## config.mk

```make
export PLATFORM = sky130hd
export DESIGN_NAME = note_sequencer
export DESIGN_NICKNAME = d
export VERILOG_FILES = /design/src/rtl/note_sequencer.sv
export SDC_FILE = /design/constraint.sdc
export NUM_CORES = 1
export LEC_CHECK = 0
export CELL_PAD_IN_SITES_DETAIL_PLACEMENT = 0
export CELL_PAD_IN_SITES_GLOBAL_PLACEMENT = 1
export CORE_MARGIN = 2
export CORE_UTILIZATION = 51
export DETAILED_ROUTE_END_ITERATION = 8
export PLACE_DENSITY = 0.87
export SLEW_MARGIN = 20
export SYNTH_ARGS = -nofsm -noshare
export SYNTH_HDL_FRONTEND = slang
export SYNTH_SLANG_ARGS = --single-unit
```

## constraint.sdc

```tcl
create_clock -name clk -period 7.15 [get_ports clk]
set_clock_uncertainty 0.1 [all_clocks]
set_input_delay 1.43 -clock clk [delete_from_list [all_inputs] [get_ports clk]]
set_output_delay 1.43 -clock clk [all_outputs]
set_load 0.05 [all_outputs]
```

## src/rtl/note_sequencer.sv

```systemverilog
// note_sequencer: looping pattern step sequencer feeding synth.trig / synth.osc_count.
//
// Holds a STEPS-deep table of {half-period, gate length}. It walks the table
// at a tempo set by a prescaler (tick_div) and a per-step tick count (step_ticks).
//
// Ports
//   clk, rst     : single clock, synchronous active-high reset
//   run          : 1 = play the loop, 0 = stop (returns to step 0)
//   tick_div     : one tick every tick_div+1 clocks
//   step_ticks   : ticks per step (0 treated as 1)
//   wr_en/wr_addr/wr_period/wr_gate : table write port, usable at any time
//   trig         : note gate to synth
//   osc_count    : oscillator half-period to synth
//   step         : index of the step currently playing
//   step_strobe  : high on the first clock of every step
module note_sequencer #(
    parameter int STEPS  = 8,
    parameter int OSC_W  = 12,
    parameter int TICK_W = 16,
    localparam int AW    = $clog2(STEPS)
) (
    input  logic              clk,
    input  logic              rst,
    input  logic              run,
    input  logic [TICK_W-1:0] tick_div,
    input  logic [7:0]        step_ticks,
    input  logic              wr_en,
    input  logic [AW-1:0]     wr_addr,
    input  logic [OSC_W-1:0]  wr_period,
    input  logic [7:0]        wr_gate,
    output logic              trig,
    output logic [OSC_W-1:0]  osc_count,
    output logic [AW-1:0]     step,
    output logic              step_strobe
);

    typedef enum logic {IDLE, PLAY} state_t;

    state_t state, state_nx;

    logic [OSC_W-1:0]  tbl_period [STEPS];
    logic [7:0]        tbl_gate   [STEPS];

    logic [TICK_W-1:0] presc;
    logic [7:0]        tcnt;       // ticks elapsed in the current step
    logic [7:0]        cur_gate;   // gate of the playing step, 0 for a rest
    logic              pend;       // retrigger gap in progress: raise trig next clock

    // control decode
    logic              tick;
    logic              last_tick;
    logic              gate_end;
    logic              do_start;
    logic              do_adv;
    logic              load;
    logic [AW-1:0]     load_idx;
    logic [OSC_W-1:0]  ld_period;
    logic [7:0]        ld_gate;
    logic              ld_gated;

    // ---------------- state register
    always_ff @(posedge clk) begin
        if (rst) state <= IDLE;
        else     state <= state_nx;
    end

    // ---------------- next state
    always_comb begin
        state_nx = state;
        case (state)
            IDLE:    if (run)  state_nx = PLAY;
            PLAY:    if (!run) state_nx = IDLE;
            default: state_nx = IDLE;
        endcase
    end

    // ---------------- control decode
    // Compares use >= so that lowering tick_div / step_ticks mid-count ends the
    // current interval at once instead of running the counter round its range.
    always_comb begin
        tick      = (presc >= tick_div);
        last_tick = (step_ticks == 8'd0) ? 1'b1 : (tcnt >= step_ticks - 8'd1);
        gate_end  = tick && (cur_gate != 8'd0) &&
                    ({1'b0, tcnt} + 9'd1 == {1'b0, cur_gate});
        do_start  = (state == IDLE) && run;
        do_adv    = (state == PLAY) && run && tick && last_tick;
        load      = do_start || do_adv;
        load_idx  = do_start ? '0 : step + AW'(1);
        // Table read uses the pre-write contents, so a same-clock write to the
        // entry being loaded is not seen by this load.
        ld_period = tbl_period[load_idx];
        ld_gate   = tbl_gate[load_idx];
        ld_gated  = (ld_period != '0) && (ld_gate != 8'd0);
    end

    // ---------------- datapath / registered outputs
    always_ff @(posedge clk) begin
        if (rst) begin
            for (int i = 0; i < STEPS; i++) begin
                tbl_period[i] <= '0;
                tbl_gate[i]   <= '0;
            end
            trig        <= 1'b0;
            osc_count   <= '0;
            step        <= '0;
            step_strobe <= 1'b0;
            presc       <= '0;
            tcnt        <= '0;
            cur_gate    <= '0;
            pend        <= 1'b0;
        end else begin
            if (wr_en) begin
                tbl_period[wr_addr] <= wr_period;
                tbl_gate[wr_addr]   <= wr_gate;
            end

            step_strobe <= 1'b0;

            if (load) begin
                step        <= load_idx;
                step_strobe <= 1'b1;
                presc       <= '0;
                tcnt        <= '0;
                if (ld_gated) begin
                    osc_count <= ld_period;
                    cur_gate  <= ld_gate;
                    // If trig was high at the boundary, hold it low one clock
                    // so synth's envelope sees a fresh rising edge.
                    trig      <= !trig;
                    pend      <= trig;
                end else begin
                    cur_gate  <= '0;
                    trig      <= 1'b0;
                    pend      <= 1'b0;
                end
            end else if (state == PLAY && run) begin
                presc <= tick ? '0 : presc + TICK_W'(1);
                if (tick) tcnt <= tcnt + 8'd1;
                // Gate end wins over a pending rise: gate timing is measured
                // from step start regardless of the retrigger gap.
                if (gate_end) begin
                    trig <= 1'b0;
                    pend <= 1'b0;
                end else if (pend) begin
                    trig <= 1'b1;
                    pend <= 1'b0;
                end
            end else begin
                // idle, or stopping this clock; osc_count holds
                trig     <= 1'b0;
                step     <= '0;
                presc    <= '0;
                tcnt     <= '0;
                cur_gate <= '0;
                pend     <= 1'b0;
            end
        end
    end

endmodule

```

==> flow_metrics.tcl <==
set metrics [dict create \
    hold_ws_ps 374.0 \
    cap_violations 0 \
    fin_tns_setup_ps 0 \
    async_flop_share 0 \
    p_per_area_nw_per_um2 226.7 \
    crit_type "in2reg" \
    slew_headroom 0.2844 \
    syn_nets 1066 \
    routedWlPerCell_um 20.45 \
    muxShareOfSynthArea 0.02391 \
    power.leakage_nw 4.526 \
    drt_iter0_drc 745 \
    grt_setup_unrepaired "false" \
    synth_edf_count 160 \
    hold_path_depth 1 \
    synth_cell_types 76 \
    grt_pass1_wl_um 42080 \
    syn_inst 986 \
    netlist_area_um2 10680 \
    antenna_found_initial 0 \
    critPathLaunchType "primary input" \
    dpl_cell_area_um2 11570 \
    hp-class "reg2reg" \
    worst_pin_slew_ps 1065 \
    clk_path_buf_depth 3 \
    htreeDepth 1 \
    cp_top_family "simple AND/OR/NAND/NOR gates" \
    synthSimpleGateAreaFrac 0.2209 \
    cpMaxStageDelayCell "nor2_4" \
    cts_root_buf "clkbuf_16" \
    synth_top_family_by_area "simple AND/OR/NAND/NOR gates" \
    place.gp.congestion 0.8805 \
    finalMaxSlewViolations 0 \
    synth_seq_area_share 0.5457 \
    synth-compound-area-share 0.1064 \
    path_max_fanout 32 \
    drive_gt1_frac 0.07802 \
    dieArea_um2 22110 \
    period_minus_slack_ps 4986 \
    worst_ir_drop_vdd_mv 0.1585 \
    worst_ep_required_time_ps 7440 \
    setup.worst_path.end_class "flop" \
    cts_resized 0 \
    grt-ovfl-total 0 \
    max_freq_ghz 0.2006 \
    crit_arrival_ps 5280 \
    cpPeakStageDelay_ps 760 \
    grt_start_max_net_pins 48 \
    clk_latency_ps 510 \
    nets 1115 \
    path_cells "clkdlybuf4s50_1 > nor2b_2 > buf_4 > nor2_4 > mux4_2 > nor2_1 > a22oi_1 > o41a_1 > nand2_4 > mux2_1" \
    r2r_cells 9 \
    cts_hold_buf 0 \
    io_pins 68 \
    synth_fa_ha_area_frac 0.03399 \
    first_pass_iters 5 \
    rows 52 \
    finalSetupViolCount 0 \
    initial_core_util 0.5242 \
    hold_viol_final 0 \
    post-dp-hpwl_um 17640 \
    finalCritPeriodShare 0.6973 \
    portBuffers 67 \
    cts.sinks 211 \
    track_usage 0.2493 \
    die_w_um 148.7 \
    grt_pass1_vias 7468 \
    ys_ff_latch 211 \
    core_um2 20360 \
    crit_buf_inv 2 \
    cts_tree "done" \
    synth_xor_area_frac 0.03516 \
    status "finished clean" \
    ys_warn_count 0 \
    clk_pin_slew_ps 60 \
    die_h_um 148.7 \
    wirelength_um 27010 \
    cts_setup_buffers 0 \
    postRouteAntennaNets 0 \
    cp.depth 10 \
    vias 7668 \
    avgSynthCellArea_um2 10.83 \
    cts_buffers 22 \
    antenna_cells 0 \
    ys.flop_type "edfxtp_1" \
    syn_to_final_growth_pct 14.93 \
    final_cell_area_um2 12270 \
    drc_errors 0 \
    vias_per_cell 5.805 \
]
routing by layer:
metal  GRT usage  part of all wire  up-vias
li1            -                 -     3624
met2      0.4069              0.48      330
met1      0.3502              0.43     3677
met5           0                 0        -
met4     0.05714             0.021        0
met3     0.04509             0.077       37
worst register-to-register path: cells and delay by family, from the launching register on:
family	cells	cell delay, ps
compound gates	4	1480
buf+inv	2	1090
flops	1	350
mux	1	320
simple gates	2	890
synth_stat cells (all sizes together) (9+ instances only):
| cell | number | share of area |
|---|---|---|
| buf | 20 | 0.011 |
| ha | 29 | 0.034 |
| and2 | 162 | 0.095 |
| nor3 | 18 | 0.0089 |
| or2 | 13 | 0.0076 |
| dfxtp | 51 | 0.096 |
| a211oi | 9 | 0.0063 |
| clkbuf | 34 | 0.012 |
| nand2 | 83 | 0.030 |
| nand2b | 15 | 0.0088 |
| a31oi | 14 | 0.0082 |
| and3 | 16 | 0.0094 |
| o21ai | 23 | 0.011 |
| a21oi | 24 | 0.011 |
| xnor2 | 26 | 0.022 |
| inv | 32 | 0.011 |
| nand3 | 29 | 0.014 |
| edfxtp | 160 | 0.45 |
| mux2i | 12 | 0.011 |
| nor2b | 9 | 0.0055 |
| nor2 | 74 | 0.027 |
| xor2 | 16 | 0.013 |
power by group:
| group | internal (W) | total (W) | switching (W) | leakage (nW) |
|---|---|---|---|---|
| combinational | 0.0000913 | 0.000243 | 0.000151 | 2.23 |
| clock | 0.000663 | 0.00113 | 0.000466 | 0.346 |
| sequential | 0.00138 | 0.00141 | 0.0000260 | 1.95 |
| total | 0.00214 | 0.00278 | 0.000643 | 4.53 |
final timing paths:
check | startpoint | end | slack (ps)
min reg2reg | presc[0] | presc[0] | 370
max | run | osc_count[5] | 2160
min | presc[0] | presc[0] | 370
max reg2reg | step[0] | osc_count[5] | 2820
state kept, by name, indices dropped and copies added, names as in the netlist:
| register | flops |
|---|---|
| tbl_gate | 64 |
| step_strobe | 1 |
| presc | 16 |
| step | 3 |
| tbl_period | 96 |
| osc_count | 12 |
| trig | 1 |
| tcnt | 8 |
| cur_gate | 8 |
| state | 1 |
| pend | 1 |
layout by cell type (no fill, tap or decap), types with 9 or more instances in the layout:
cell             instances
and2_1                 162
edfxtp_1               160
nand2_1                 81
nor2_1                  70
clkdlybuf4s50_1         67
dfxtp_1                 50
inv_1                   32
nand3_1                 29
ha_1                    29
xnor2_1                 25
a21oi_1                 24
clkbuf_16               23
o21ai_0                 21
and3_1                  16
nor3_1                  15
xor2_1                  15
nand2b_1                14
a31oi_1                 14
or2_2                   13
mux2i_1                 12
buf_4                   12
a211oi_1                 9
logic make-up (layout without fill, tap and decap cells):
logic type	count (synthesis)	after routing
mux	21	21
flops	211	211
compound gates	155	155
fa+ha+maj	29	29
buf+inv	86	151
simple gates	442	442
xor+xnor	42	42
per-stage QoR:
step	std cells	setup slack [ps]	utilization	power, W
CTS	1321	1947	0.6024	0.002792
floorplan	986	2825	-	0.001565
finish	1321	2164	0.6025	0.002782
global placement	1281	1557	0.5680	0.001672
detailed placement	1281	1428	0.5680	0.001676
global route	1321	2022	0.6025	0.002861
cell type report:
class	instances	area, um^2
multi-input cells	689	4524
fillers	1734	8095
flip-flops and latches	211	5827
inverters	32	120.1
repair buffers	79	760.7
clock inverters	9	93.84
well taps	270	337.8
clock buffers	31	605.6
No activity file was read; power rests on OpenSTA's default activity.
